`src/rtl/alu_defs.sv`:
```
// Shared ALU function/special codes and arbiter state encoding.
package alu_defs;

  localparam logic [3:0] FN_ADD = 4'b0000;
  localparam logic [3:0] FN_SL  = 4'b0011;
  localparam logic [3:0] FN_SR  = 4'b0100;
  localparam logic [3:0] FN_STT = 4'b0101;
  localparam logic [3:0] FN_STF = 4'b0110;
  localparam logic [3:0] FN_SPC = 4'b0111;
  localparam logic [3:0] FN_SLW = 4'b1010;
  localparam logic [3:0] FN_SHG = 4'b1011;
  localparam logic [3:0] FN_BE  = 4'b1100;
  localparam logic [3:0] FN_BLT = 4'b1101;
  localparam logic [3:0] FN_UNK = 4'b1111;

  localparam logic [2:0] SP_INC  = 3'b000;
  localparam logic [2:0] SP_AND1 = 3'b001;
  localparam logic [2:0] SP_SUB8 = 3'b011;
  localparam logic [2:0] SP_PKR  = 3'b100;

  typedef enum logic [1:0] {
    ST_IDLE = 2'd0,
    ST_EXEC = 2'd1,
    ST_CAPT = 2'd2
  } arb_state_t;

  typedef struct packed {
    logic [3:0] func;
    logic [2:0] spec;
  } alu_ctl_t;

endpackage

```
`src/rtl/rr_arb2.sv`:
```
// Two-way round-robin grant: a lone requester wins, a tie goes to the port not granted last.
module rr_arb2 (
  input  logic [1:0] i_valid,
  input  logic       i_last,
  output logic [1:0] o_grant
);

  always_comb begin
    o_grant = i_valid;
    if (&i_valid) o_grant = i_last ? 2'b01 : 2'b10;
  end

endmodule

```
`src/rtl/alu_arbiter.sv`:
```
// Shares one clocked ALU between two requesters; issues one op at a time and
// returns the captured result as a single-cycle pulse to the granted port.
module alu_arbiter
  import alu_defs::*;
#(
  parameter int DATA_W  = 8,
  parameter int ALU_LAT = 1
) (
  input  logic                clock,
  input  logic                reset,
  input  logic [1:0]          req_valid,
  output logic [1:0]          req_ready,
  input  logic [2*DATA_W-1:0] req_reg1,
  input  logic [2*DATA_W-1:0] req_reg2,
  input  logic [7:0]          req_func,
  input  logic [5:0]          req_spec,
  output logic [1:0]          rsp_valid,
  output logic [DATA_W-1:0]   rsp_res,
  output logic                rsp_carry,
  output logic                rsp_br,
  output logic [DATA_W-1:0]   alu_reg1,
  output logic [DATA_W-1:0]   alu_reg2,
  output logic [3:0]          alu_func,
  output logic [2:0]          alu_spec_fun,
  input  logic [DATA_W-1:0]   alu_res,
  input  logic                alu_carry,
  input  logic                alu_br,
  output logic                busy
);

  localparam int CNT_W = 2;

  arb_state_t        r_state, w_next;
  logic              r_last, r_gnt;
  logic [CNT_W-1:0]  r_cnt;
  logic [1:0]        w_grant;
  logic              w_accept, w_sel;
  logic [DATA_W-1:0] r_alu_reg1, r_alu_reg2, r_rsp_res;
  alu_ctl_t          r_ctl, w_ctl;
  logic [1:0]        r_rsp_valid;
  logic              r_rsp_carry, r_rsp_br;

  rr_arb2 u_rr (
    .i_valid (req_valid),
    .i_last  (r_last),
    .o_grant (w_grant)
  );

  always_ff @(posedge clock) begin
    if (reset) r_state <= ST_IDLE;
    else       r_state <= w_next;
  end

  always_comb begin
    w_next = r_state;
    case (r_state)
      ST_IDLE: if (|req_valid) w_next = ST_EXEC;
      ST_EXEC: if (r_cnt == '0) w_next = ST_CAPT;
      ST_CAPT: w_next = ST_IDLE;
      default: w_next = ST_IDLE;
    endcase
  end

  always_comb begin
    req_ready = (r_state == ST_IDLE) ? w_grant : 2'b00;
    busy      = (r_state != ST_IDLE);
  end

  assign w_accept = |(req_valid & req_ready);
  assign w_sel    = w_grant[1];
  assign w_ctl    = w_sel ? alu_ctl_t'{func: req_func[7:4], spec: req_spec[5:3]}
                          : alu_ctl_t'{func: req_func[3:0], spec: req_spec[2:0]};

  // Operand registers only change on acceptance, so the ALU sees a stable op
  // through EXEC/CAPT and the last op stays parked while idle.
  always_ff @(posedge clock) begin
    if (reset) begin
      r_last      <= 1'b1;
      r_gnt       <= 1'b0;
      r_cnt       <= '0;
      r_alu_reg1  <= '0;
      r_alu_reg2  <= '0;
      r_ctl       <= alu_ctl_t'{func: FN_STF, spec: SP_INC};
      r_rsp_valid <= 2'b00;
      r_rsp_res   <= '0;
      r_rsp_carry <= 1'b0;
      r_rsp_br    <= 1'b0;
    end else begin
      r_rsp_valid <= 2'b00;
      if (w_accept) begin
        r_alu_reg1 <= w_sel ? req_reg1[2*DATA_W-1:DATA_W] : req_reg1[DATA_W-1:0];
        r_alu_reg2 <= w_sel ? req_reg2[2*DATA_W-1:DATA_W] : req_reg2[DATA_W-1:0];
        r_ctl      <= w_ctl;
        r_gnt      <= w_sel;
        r_last     <= w_sel;
        r_cnt      <= CNT_W'(ALU_LAT - 1);
      end else if (r_state == ST_EXEC && r_cnt != '0) begin
        r_cnt <= r_cnt - 1'b1;
      end
      if (r_state == ST_CAPT) begin
        r_rsp_res   <= alu_res;
        r_rsp_carry <= alu_carry;
        r_rsp_br    <= alu_br;
        r_rsp_valid <= r_gnt ? 2'b10 : 2'b01;
      end
    end
  end

  assign alu_reg1     = r_alu_reg1;
  assign alu_reg2     = r_alu_reg2;
  assign alu_func     = r_ctl.func;
  assign alu_spec_fun = r_ctl.spec;
  assign rsp_valid    = r_rsp_valid;
  assign rsp_res      = r_rsp_res;
  assign rsp_carry    = r_rsp_carry;
  assign rsp_br       = r_rsp_br;

endmodule

```
`config.mk`:
```
export PLATFORM = sky130hd
export DESIGN_NAME = alu_arbiter
export DESIGN_NICKNAME = d
export VERILOG_FILES = /design/src/rtl/alu_defs.sv /design/src/rtl/rr_arb2.sv /design/src/rtl/alu_arbiter.sv
export SDC_FILE = /design/constraint.sdc
export NUM_CORES = 1
export LEC_CHECK = 0
export ABC_AREA = 1
export CORE_UTILIZATION = 41
export DETAILED_ROUTE_END_ITERATION = 7
export PLACE_DENSITY_LB_ADDON = 0.12
export SLEW_MARGIN = 20
export SYNTH_ARGS = -nofsm -noshare
export SYNTH_HDL_FRONTEND = slang
export SYNTH_SLANG_ARGS = --single-unit
```
`constraint.sdc`:
```
create_clock -name clock -period 1.31 [get_ports clock]
set_input_delay 0.131 -clock clock [delete_from_list [all_inputs] [get_ports clock]]
set_output_delay 0.131 -clock clock [all_outputs]
set_load 0.03 [all_outputs]
```
## After elaboration in Yosys (flattened, before gate mapping)

Cells that the tools add are included.

| word-level totals | value |
|---|---|
| register bits | 41 |
| bits in latches | 0 |
| bits in writable memories | 0 |
| bits in read-only memories | 0 |
| input port bits | 60 |
| output and inout bits | 38 |
| logic and storage cells | 40 |
| memories kept | 0 |

| cells by class | value |
|---|---|
| $add $sub $neg | 1 |
| $mul | 0 |
| divide/modulo/power cells | 0 |
| order comparisons | 0 |
| equal/unequal tests | 4 |
| shifts and indexed selects | 0 |
| multiplexer cells | 10 |
| bitwise operators | 2 |
| reduce and logical (&&, ||, !) cells | 11 |

Operators with widths:

| kind | count |
|---|---|
| 8-bit two-way mux | 2 |
| 2-bit two-way mux | 6 |
| 7-bit two-way mux | 1 |
| 2-bit OR reduction | 3 |
| 2-bit zero test | 2 |
| 2-bit inequality test, second input constant | 2 |
| 2-bit one-hot mux with 2 select lines | 1 |
| 2-bit AND reduction | 2 |
| 2-bit nonzero test | 2 |
| 3-bit OR reduction | 1 |
| 2-bit AND | 1 |
| 2-bit by 1-bit == test with 1-bit output, second input constant | 1 |
| 2-bit == test, second input constant | 1 |
| 2-bit by 1-bit subtractor with 2-bit output, second input constant | 1 |
| 1-bit logical AND | 1 |
| 1-bit NOT | 1 |

## Logic depth before layout (Yosys ltp)

| depth | value |
|---|---|
| word-level depth | 5 |
| gate-level depth with buffers | 8 |
| gate-level depth less buffers | 7 |

## Modules after synthesis

A second synthesis with hierarchy kept.

| unflattened totals | value |
|---|---|
| cells, all modules | 315 |
| area, all modules | 2021.9 sq um |

Modules (own cells, without submodules):

| module | instances | cells an instance | area each (sq um) | seq. area each (sq um) |
|---|---|---|---|---|
| alu_arbiter | 1 | 310 | 2000.7 | 820.8 |
| rr_arb2 | 1 | 5 | 21.3 | 0.0 |

## Least setup slack after synthesis

OpenSTA, ideal clock, no wires.

| timing | value |
|---|---|
| path type | reg2out |
| from | register r_last |
| to | output req_ready[0] |
| data arrival time | 1116 ps |
| data required time | 1179 ps |
| setup slack | 63 ps |
| cell stages (with the launch flop) | 6 |
| buffers on the path | 1 |
| cells stage by stage | dfxtp_1 -> inv_1 -> nand2_2 -> buf_2 -> nand2_1 -> nor2_1 |

| between the ends | value |
|---|---|
| cells in the longest elaborated chain, start to end | 3 |

RTL lines:

| item | RTL line | text |
|---|---|---|
| from (decl) | alu_arbiter.sv:34 | `logic r_last, r_gnt;` |
| from (signal assigned) | alu_arbiter.sv:95 | `r_last <= w_sel;` |
| 2-bit two-way mux (2 in a row) | rr_arb2.sv:10 | `if (&i_valid) o_grant = i_last ? 2'b01 : 2'b10;` |
| 2-bit two-way mux | alu_arbiter.sv:65 | `req_ready = (r_state == ST_IDLE) ? w_grant : 2'b00;` |
| to (decl) | alu_arbiter.sv:12 | `output logic [1:0] req_ready,` |

No other way between the ends.

## Final worst setup path

| timing | value |
|---|---|
| from | register r_state[1] |
| to | output req_ready[0] |

| between the ends | value |
|---|---|
| cells in the longest elaborated chain, start to end | 2 |

RTL lines:

| item | RTL line | text |
|---|---|---|
| from (decl) | alu_arbiter.sv:33 | `arb_state_t r_state, w_next;` |
| from (signal assigned) | alu_arbiter.sv:51 | `else r_state <= w_next;` |
| 2-bit zero test | alu_arbiter.sv:65 |  |
| 2-bit two-way mux | alu_arbiter.sv:65 |  |

No other way between the ends.

==> summary.md <==
| Metric | Value |
|---|---|
| Run status | completed |
| Placeable core area | about 4800 sq um |
| Met3 Use GR | 7.182% |
| Hold Path End | rsp_carry |
| Post-synth EDFFs | 0 |
| RSZ-0062 raised after global routing | no |
| CTS tree | done |
| Total gr overflow | 0 |
| GRT Resource Usage Total | 20.67% |
| Endpoint class of the critical path | output port |
| Syn_area_per_cell | ~7.2 sq um |
| M1 GR Usage | 25.06% |
| DRT Wirelength | 5126 microns |
| Slew margin rel. | ~75% |
| Max-slew violation count | 0 |
| Synth Instances | between 200 and 300 |
| Complex-gate fraction of the synthesized area | 12.35% |
| GRT met2 Usage | 34.37% |
| Num rows | 25 |
| Num CTS Buffers | 5 |
| IO Pins | between 90 and 100 |
| Top FF cell, synth | dfxtp_1 |
| Syn Std Cell Area | between 2000 and 2500 sq um |
| Largest net degree at the start of global routing | 28 |
| Cells after DPL | approximately 440 |
| Hold Path Origin | alu_carry |
| Pwr per Cell Area | approximately 1100 nW/um^2 |
| Fin crit period | between 1000 and 1500 ps |
| Die area | roughly 5300 sq um |
| Post-synth cell types | 25 |
| Largest family of logic cells by synthesized area | simple AND/OR/NAND/NOR gates |
| Period utilisation layout | 94.49% |
| ANT cells | 0 |
| Worst Hold Path Cells | 3 |
| Critical path startpoint category | flop |
| Finished Layout Cells | about 450 |
| CTS root buf | clkbuf_8 |
| Initial core utilization | about 43% |
| # setup viols final | 0 |
| Xor/xnor share of the synthesized area | less than 1% |
| Placed inst area | about 3100 sq um |
| TritonRoute pass-1 iters | 4 |
| Register area | just over 800 sq um |
| Achievable Freq | 807.9 MHz |
| Simple logic cell fraction of the synthesized area | 30.78% |
| Seq/Total Area, Yosys | between 30 and 40% |
| Deepest clock path buffer count | 2 |
| Routability congestion estimate | between 0.7 and 0.8 |
| CP Max Fanout | 4 |
| Vias in the first global route | about 1900 |
| Worst hold path class | primary input to flop |
| Worst reg2reg endpoint | alu_reg1[3] |
| Clock skew | approximately 3.1 ps |
| Final setup TNS | 0 ps |
| Fin. Hold Viols | 0 |
| Via count | 2068 |
| Fillers | between 400 and 500 |
| First-pass GRT wire length | 8411 microns |
| Pleak | 0.001613 uW |
| PortBufs | 97 |
| Crit path arrival time | 1110 ps |
| Synthesized-area fraction occupied by adder cells | 0.6083% |
| Number of routed nets with antenna violations | 0 |
| CTS H-tree depth | 2 |
| Multi-input gate area | roughly 900 sq um |
| Worst Reg-to-Reg Cells | 9 |
| Clk sinks | slightly above 40 |
| Initial DRC count | 94 |
| Worst reg2reg path startpoint | r_last |
| Critical path class | flop to output port |
| Clk_lat worst skew | 290 ps |
| CTS Hold Buffers Added | 0 |
| Synthesized Nets | 345 |
| Layout cells sized above 1 | 13.80% |
| Post-synthesis register bit count | about 40 |
| Fraction of registers with async set or reset after synthesis | 0% |
| CTS clk-pin slew, worst paths | ~80 ps |
| Fin util | between 60% and 70% |
| Worst slew pin tran | ~370 ps |
| CP required | ~1200 ps |
| Vias per Instance | 4.585 |
| Layout Nets | 444 |
| DP Wirelength | approximately 3700 microns |
| Die width | 72.83 microns |
| Fin area | 3193 sq um |
| Flop-to-flop setup slack | 150 ps |
| Yosys warns | 0 |
| Number of max-cap violations | 0 |
| GR peak layer | met2 |
| Peak supply drop | between 0.8 and 0.9 mV |
| DRC viols | 0 |
| Die Span Y | about 73 microns |
| Initial antenna violation count | 0 |
| Mux cell area share after synthesis | 0% |
| Wirelength per Cell | about 11 microns |
| Area Overhead vs Synth | 55.23% |
logic make-up after synthesis:
family / count (synthesis)
xor gates and xnor gates: 1
DFF: 41
buffers and inverters: 70
AOI/OAI and AO/OA: 41
adders and majority gates: 1
and+or+nand+nor: 130
worst max-delay path by stage:
stage / slack, ps / depth (start not counted) / to / from
after global placement: -120 / 7 / alu_reg2[1] / req_valid[1]
final: 70 / 4 / req_ready[0] / r_state[1]
after global routing: 5 / 6 / req_ready[1] / r_last
after CTS: 1 / 7 / req_ready[1] / req_valid[0]
after floorplan: 60 / 5 / req_ready[0] / r_last
after detailed placement: -140 / 6 / alu_func[2] / req_valid[1]
layer usage:
layer	vias to the layer above	part of all wire, %
li1	1081	-
met1	911	45
met2	71	46
met3	5	7.9
met4	0	1.2
met5	-	0
state kept, by name, summed over array words and instances, names as in the netlist:
signal        flops
alu_func          4
alu_reg1          8
alu_reg2          8
alu_spec_fun      3
r_cnt             2
r_gnt             1
r_last            1
r_state           2
rsp_br            1
rsp_carry         1
rsp_res           8
rsp_valid         2
stage by stage:
step | total power [uW] | setup slack [ps] | hold slack [ps]
4_1_cts | 3439 | 1.318 | 415.8
3_5_place_dp | 2707 | -141.2 | 455.7
5_1_grt | 3613 | 5.157 | 437.9
3_3_place_gp | 2692 | -123.2 | 447.2
6_report | 3412 | 72.24 | 420.3
2_1_floorplan | 2176 | 63.23 | 265.9
critical path, stage by stage, from the launching register on:
cell and delay (ps):
dfxtp_1 420, inv_2 90, nand2_4 90, nor2_1 50, buf_4 160
final cells by class:
| type | instances | area share (%) |
|---|---|---|
| repair buffers | 108 | 33.82 |
| multi-input cells | 173 | 28.76 |
| flip-flops and latches | 41 | 25.74 |
| inverters | 54 | 6.348 |
| well taps | 67 | 2.625 |
| clock buffers | 5 | 2.155 |
| clock inverters | 3 | 0.5486 |
power breakdown:
part           switching, uW  internal (uW)  total, uW
logic                    665            515       1180
clock network            437            367        804
registers               60.5           1370       1430
cells in the mapped netlist (4+ instances only):
cell type  number  area, sq um
a21oi_1        17        85.08
a21oi_2        11        96.34
buf_2           7        35.03
buf_6           7        78.83
dfxtp_1        41        820.8
inv_1          52        195.2
nand2_1        49        183.9
nand2_2         4        25.02
nand3_1        37        185.2
nand3_2         6        60.06
nor2_1         24        90.09
o21ai_0        12        60.06
placed cells by master, fill, tap and decap left out, types with 2 or more instances in the layout:
cell type        netlist  final
a21oi_2               11     11
inv_2                  2      3
clkbuf_8               0      5
nand3b_1               2      2
nand3_1               37     37
nand2_2                4      2
a21oi_1               17     17
buf_12                 0      6
buf_4                  1      7
nor2_1                24     24
inv_1                 52     51
clkinv_2               0      2
dlygate4sd2_1          0     36
nor2_4                 2      2
clkdlybuf4s50_1        0     58
nand2_4                2      4
o21ai_0               12     12
dfxtp_1               41     40
nand2_1               49     49
nand3_2                6      6
repair_timing:
action                     CTS  global route
hold endpoints to repair     0             0
buffers inserted             1             1
pin swaps                    0             1
resized for setup           37             4
setup endpoints to repair   36             2
Power figures use the tool's default switching activity.
